<file path="config.mk">
export PLATFORM = sky130hd
export DESIGN_NAME = rcg_ctrl_mod_rsp
export DESIGN_NICKNAME = d
export VERILOG_FILES = /design/src/rtl/rcg_ctrl_mod_rsp.sv
export SDC_FILE = /design/constraint.sdc
export NUM_CORES = 1
export LEC_CHECK = 0
export CORE_MARGIN = 2
export CORE_UTILIZATION = 49
export DETAILED_ROUTE_END_ITERATION = 10
export GPL_ROUTABILITY_DRIVEN = 0
export HOLD_SLACK_MARGIN = 0.03
export PLACE_DENSITY_LB_ADDON = 0.12
export SLEW_MARGIN = 20
export SYNTH_ARGS = -nofsm -noshare
export SYNTH_HDL_FRONTEND = slang
export SYNTH_SLANG_ARGS = --single-unit
</file>
<file path="constraint.sdc">
create_clock -name clk_in -period 4.59 [get_ports clk_in]
set_clock_uncertainty 0.15 [all_clocks]
set_input_delay 0.459 -clock clk_in [delete_from_list [all_inputs] [get_ports clk_in]]
set_output_delay 0.459 -clock clk_in [all_outputs]
set_load 0.01 [all_outputs]
</file>
<file path="src/rtl/rcg_ctrl_mod_rsp.sv">
// rcg_ctrl_mod_rsp: module-side responder for the RCC clock-disable handshake.
// On a synchronised mod_disable_req it closes the transaction admission gate.
// It then drains the outstanding transactions, waits QUIET_CYC idle cycles and
// raises mod_disable_ack. Ports:
//   clk_in, hgrst_n (async, active-low), mod_rst_n (sync clear)
//   mod_disable_req -> mod_disable_ack  : RCC handshake
//   txn_req/txn_gnt/txn_done            : admission gate and completions
//   outstanding, drain_busy, cnt_err    : status
//   tmo_cfg, drain_tmo, mod_hw_rst_req  : drain watchdog
// The watchdog exists only when RCG_CTRL_MOD_RSP_TMO_EN is defined.
// Otherwise tmo_cfg is ignored and both watchdog outputs are tied low.
module rcg_ctrl_mod_rsp #(
  parameter int CNT_W     = 4,
  parameter int QUIET_CYC = 4
) (
  input  logic             clk_in,
  input  logic             hgrst_n,
  input  logic             mod_rst_n,
  input  logic             mod_disable_req,
  output logic             mod_disable_ack,
  input  logic             txn_req,
  output logic             txn_gnt,
  input  logic             txn_done,
  input  logic [7:0]       tmo_cfg,
  output logic [CNT_W-1:0] outstanding,
  output logic             drain_busy,
  output logic             cnt_err,
  output logic             drain_tmo,
  output logic             mod_hw_rst_req
);

  localparam int QW =
    (QUIET_CYC > 1) ? $clog2(QUIET_CYC) : 1;
  localparam logic [CNT_W-1:0] CNT_MAX = '1;
  localparam logic [QW-1:0] QLOAD = QW'(QUIET_CYC - 1);

  typedef enum logic [1:0] {
    RUN, BLOCK, QUIET, ACK
  } state_t;

  state_t           state_q, state_d;
  logic             req_s1_q, req_s_q;
  logic [CNT_W-1:0] cnt_q, cnt_d;
  logic [QW-1:0]    qcnt_q, qcnt_d;
  logic             ack_q, ack_d;
  logic             err_q, err_d;
  logic             expire;

  always_ff @(posedge clk_in or negedge hgrst_n) begin
    if (!hgrst_n) begin
      req_s1_q <= 1'b0;
      req_s_q  <= 1'b0;
    end else begin
      req_s1_q <= mod_disable_req;
      req_s_q  <= req_s1_q;
    end
  end

  assign txn_gnt = txn_req
                 & (state_q == RUN)
                 & (cnt_q != CNT_MAX);

  // A grant and a completion in the same cycle cancel out.
  always_comb begin
    cnt_d = cnt_q;
    err_d = err_q;
    unique case ({txn_gnt, txn_done})
      2'b10: cnt_d = cnt_q + CNT_W'(1);
      2'b01: begin
        if (cnt_q == '0) err_d = 1'b1;
        else cnt_d = cnt_q - CNT_W'(1);
      end
      default: ;
    endcase
    if (!mod_rst_n) begin
      cnt_d = '0;
      err_d = 1'b0;
    end
  end

  always_comb begin
    state_d = state_q;
    qcnt_d  = qcnt_q;
    unique case (state_q)
      RUN: begin
        if (req_s_q) state_d = BLOCK;
      end
      BLOCK: begin
        if (!req_s_q) begin
          state_d = RUN;
        end else if (cnt_q == '0 || expire) begin
          state_d = QUIET;
          qcnt_d  = QLOAD;
        end
      end
      QUIET: begin
        if (!req_s_q) state_d = RUN;
        else if (qcnt_q == '0) state_d = ACK;
        else qcnt_d = qcnt_q - QW'(1);
      end
      ACK: begin
        if (!req_s_q) state_d = RUN;
      end
      default: state_d = RUN;
    endcase
    if (!mod_rst_n) begin
      state_d = RUN;
      qcnt_d  = '0;
    end
  end

  assign ack_d = (state_d == ACK);

  always_ff @(posedge clk_in or negedge hgrst_n) begin
    if (!hgrst_n) begin
      state_q <= RUN;
      cnt_q   <= '0;
      qcnt_q  <= '0;
      ack_q   <= 1'b0;
      err_q   <= 1'b0;
    end else begin
      state_q <= state_d;
      cnt_q   <= cnt_d;
      qcnt_q  <= qcnt_d;
      ack_q   <= ack_d;
      err_q   <= err_d;
    end
  end

  assign mod_disable_ack = ack_q;
  assign outstanding     = cnt_q;
  assign cnt_err         = err_q;
  assign drain_busy      = (state_q == BLOCK)
                         | (state_q == QUIET);

`ifdef RCG_CTRL_MOD_RSP_TMO_EN
  logic [7:0] tcnt_q, tcnt_d;
  logic       tmo_q, tmo_d;
  logic       hw_q, hw_d;

  // Fires on the tmo_cfg-th BLOCK cycle, and only if it is what moves the
  // FSM on: an abort or a natural drain takes precedence.
  assign expire = (state_q == BLOCK)
                & req_s_q
                & (cnt_q != '0)
                & (tmo_cfg != 8'd0)
                & ((tcnt_q + 8'd1) == tmo_cfg);

  always_comb begin
    tcnt_d = 8'd0;
    if (state_q == BLOCK && state_d == BLOCK)
      tcnt_d = tcnt_q + 8'd1;
    tmo_d = tmo_q | expire;
    hw_d  = expire;
    if (!mod_rst_n) begin
      tmo_d = 1'b0;
      hw_d  = 1'b0;
    end
  end

  always_ff @(posedge clk_in or negedge hgrst_n) begin
    if (!hgrst_n) begin
      tcnt_q <= 8'd0;
      tmo_q  <= 1'b0;
      hw_q   <= 1'b0;
    end else begin
      tcnt_q <= tcnt_d;
      tmo_q  <= tmo_d;
      hw_q   <= hw_d;
    end
  end

  assign drain_tmo      = tmo_q;
  assign mod_hw_rst_req = hw_q;
`else
  logic unused_tmo;
  assign unused_tmo     = ^tmo_cfg;
  assign expire         = 1'b0;
  assign drain_tmo      = 1'b0;
  assign mod_hw_rst_req = 1'b0;
`endif

endmodule

</file>
==> flow_summary.ini <==
[critical_path]
worstPathMaxFanout = 6
crit_required_ns = 4.60
worstSetupPathType = register to register
r2r_slack_ns = 1.77
r2r_cells = 10
cp.arrival_ns = 2.83
cp_slowest_stage_delay_ns = 0.44
cp_top_family = simple AND/OR/NAND/NOR gates
crit_slowest_cell = dfrtp_1
r2r_start = state_q[1]
worst_setup_path_end_kind = register
crit_chain = inv_1 -> ha_1 -> and2_1 -> and2_0 -> nor2b_1 -> ha_1 -> a21o_2 -> a2111oi_0 -> mux2i_1 -> o311ai_0
path_common_cell = ha_1
reg2reg_to = outstanding[3]
path_buf_inv = 1
critPathLaunchType = register

[routing]
routedWlPerCell_um = 13.16
drt-initial-drc-count = 27
dr.pass1.iters = 4
vias = 671
wl_um = 1513
drcViolationCount = 0
viasPerCell = 5.835
ant_nets = 0

[floorplanning]
die_area_um2 = 2018
die_x_um = 44.93
rows = 14
core_um2 = 1541
initial_core_util = 0.5325
io_pins = 24
die_h_um = 44.93

[timing]
period_minus_slack_ns = 2.815
max_freq_mhz = 355.2
rsz0062_at_grt = false
slew_violations = 0
hold_viol_final = 0
finalSetupTns_ns = 0
post-route-period-util = 0.6134
worst_slew_pin_slew_ns = 0.5773
slew_headroom = 0.6052
setup_viol = 0

[worst_hold_path]
hold_start = req_s1_q
hold_class = register to register
min_path_cells = 0
hold-path-endpoint = req_s_q

[clock_network]
cts_max_level = 1
clk_pin_slew_ns = 0.07
clock_sinks = 12
clock-root-buffer = clkbuf_4
clock_latency_ns = 0.27
cts_tree = built
ctsHoldBuffers = 0
cts.path.max_buffers = 2
numCtsBuffers = 3
cts_resized = 0
post-cts-setup-buffers = 0

[power_and_ir_drop]
p_switching_mw = 0.1280
pwr-share-seq = 0.406
ir_drop_v = 0.0001946
p_int_mw = 0.2221
p_leak_nw = 0.4247
comb_power_share = 0.417
p_per_area_nw_per_um2 = 356.4
power_frac_clock = 0.177
p_sw_frac = 0.3656

[place]
port_buffers = 13
place_hpwl_um = 1123
dp_cells = 112

[logic_synthesis]
synth-seq-cells = 12
synth_cell_type_count = 36
syn_avg_cell_area_um2 = 9.771
synthFlopType = dfrtp_1
yosysSeqAreaShare = 0.3659
synth_cells = 84
synth_edf_count = 0
yosysWarningCount = 0
mappedNetlistArea_um2 = 820.8
async_flop_share = 1.000

[run]
maxCapViolations = 0

[global_routing]
grt_first_pass_wirelength_um = 2449
grt_antenna_before_repair = 0
grt_pass1_vias = 567
grt_use_total = 0.1683
overflow = 0
grt_max_degree = 13

[final_layout]
antenna_cells = 0
nNetsFinal = 124
syn_to_final_growth_pct = 19.66
drive_above_1_share = 0.07071
instances_no_fill = 115

[run_status]
status = completed
## routing by layer
layer	vias to the layer above	GRT usage	routed length, um
li1	339	-	-
met1	300	0.2391	777
met2	28	0.2257	615
met3	4	0.06400	100
met4	0	0.07647	19
met5	-	0	0
## kinds of logic (layout without fill, tap and decap cells)
family | after synthesis | after routing | share of synthesized area
adder cells (fa/ha/maj) | 9 | 9 | 0.1463
AND/OR/NAND/NOR | 27 | 27 | 0.1845
buffers and inverters | 8 | 22 | 0.04572
flip-flops | 12 | 12 | 0.3659
multiplexers | 1 | 1 | 0.01220
other | 1 | 2 | 0.004569
AO/OA/AOI/OAI | 25 | 25 | 0.2302
XOR/XNOR | 1 | 1 | 0.01067
## final cells by class
type                            count  area (um^2)
Clock buffer                        3        22.52
Inverter                            6        22.52
Multi-Input combinational cell     65        486.7
Tap cell                           16        20.02
Timing Repair Buffer               13        130.1
Fill cell                         132        559.3
Sequential cell                    12        300.3
## metrics by stage
stage	hold WS [ns]	total power, mW	utilization	setup WS [ns]	cell area (um^2)
after floorplan	0.01341	0.2374	-	1.985	824.5
after global placement	0.1825	0.2862	0.6226	1.613	959.7
after detailed placement	0.1944	0.2893	0.6226	1.621	959.7
after CTS	0.2089	0.3523	0.6372	1.771	982.2
after global routing	0.2103	0.3764	0.6372	1.524	982.2
final	0.2039	0.3500	0.6372	1.775	982.2
## power by group through the flow
stage                     clock network (mW)  logic, mW  registers (mW)
after floorplan                            0     0.0939           0.144
after global placement                     0      0.142           0.144
after detailed placement                   0      0.145           0.144
after CTS                             0.0639      0.146           0.142
after global routing                  0.0703      0.161           0.145
final                                 0.0618      0.146           0.142
## flip-flops by register name, summed over array words and instances, names as in the netlist
name	count
qcnt_q	2
mod_disable_ack	1
state_q	2
req_s1_q	1
req_s_q	1
outstanding	4
cnt_err	1
## placed cells by master, fill, tap and decap left out, types with 2 or more instances in the layout
cell             count
a2111oi_0            2
a211oi_1             2
a21o_1               2
a21oi_1              4
clkbuf_4             3
clkdlybuf4s50_1     13
conb_1               2
dfrtp_1             12
ha_1                 8
inv_1                6
nand2_1              4
nor2_1               6
nor3_1               4
nor3b_1              3
o21ai_0              6
## cells in the mapped netlist, types with 2 or more instances
cell type | instances | share of area
a21oi_1 | 4 | 0.024
inv_1 | 6 | 0.027
nor3_1 | 4 | 0.024
dfrtp_1 | 12 | 0.37
buf_4 | 2 | 0.018
o21ai_0 | 6 | 0.037
ha_1 | 8 | 0.12
nor2_1 | 6 | 0.027
a2111oi_0 | 2 | 0.021
a211oi_1 | 2 | 0.018
a21o_1 | 2 | 0.018
nor3b_1 | 3 | 0.027
nand2_1 | 4 | 0.018
## worst max-delay path by stage
stage,end,start,cells past startpoint,slack [ns]
final,outstanding[3],state_q[1],10,1.77
after CTS,outstanding[3],state_q[1],10,1.77
after global routing,outstanding[3],state_q[1],10,1.52
after global placement,outstanding[3],txn_req,9,1.61
after detailed placement,outstanding[3],txn_req,9,1.62
after floorplan,outstanding[3],state_q[1],10,1.98
Power figures use the tool's default switching activity.
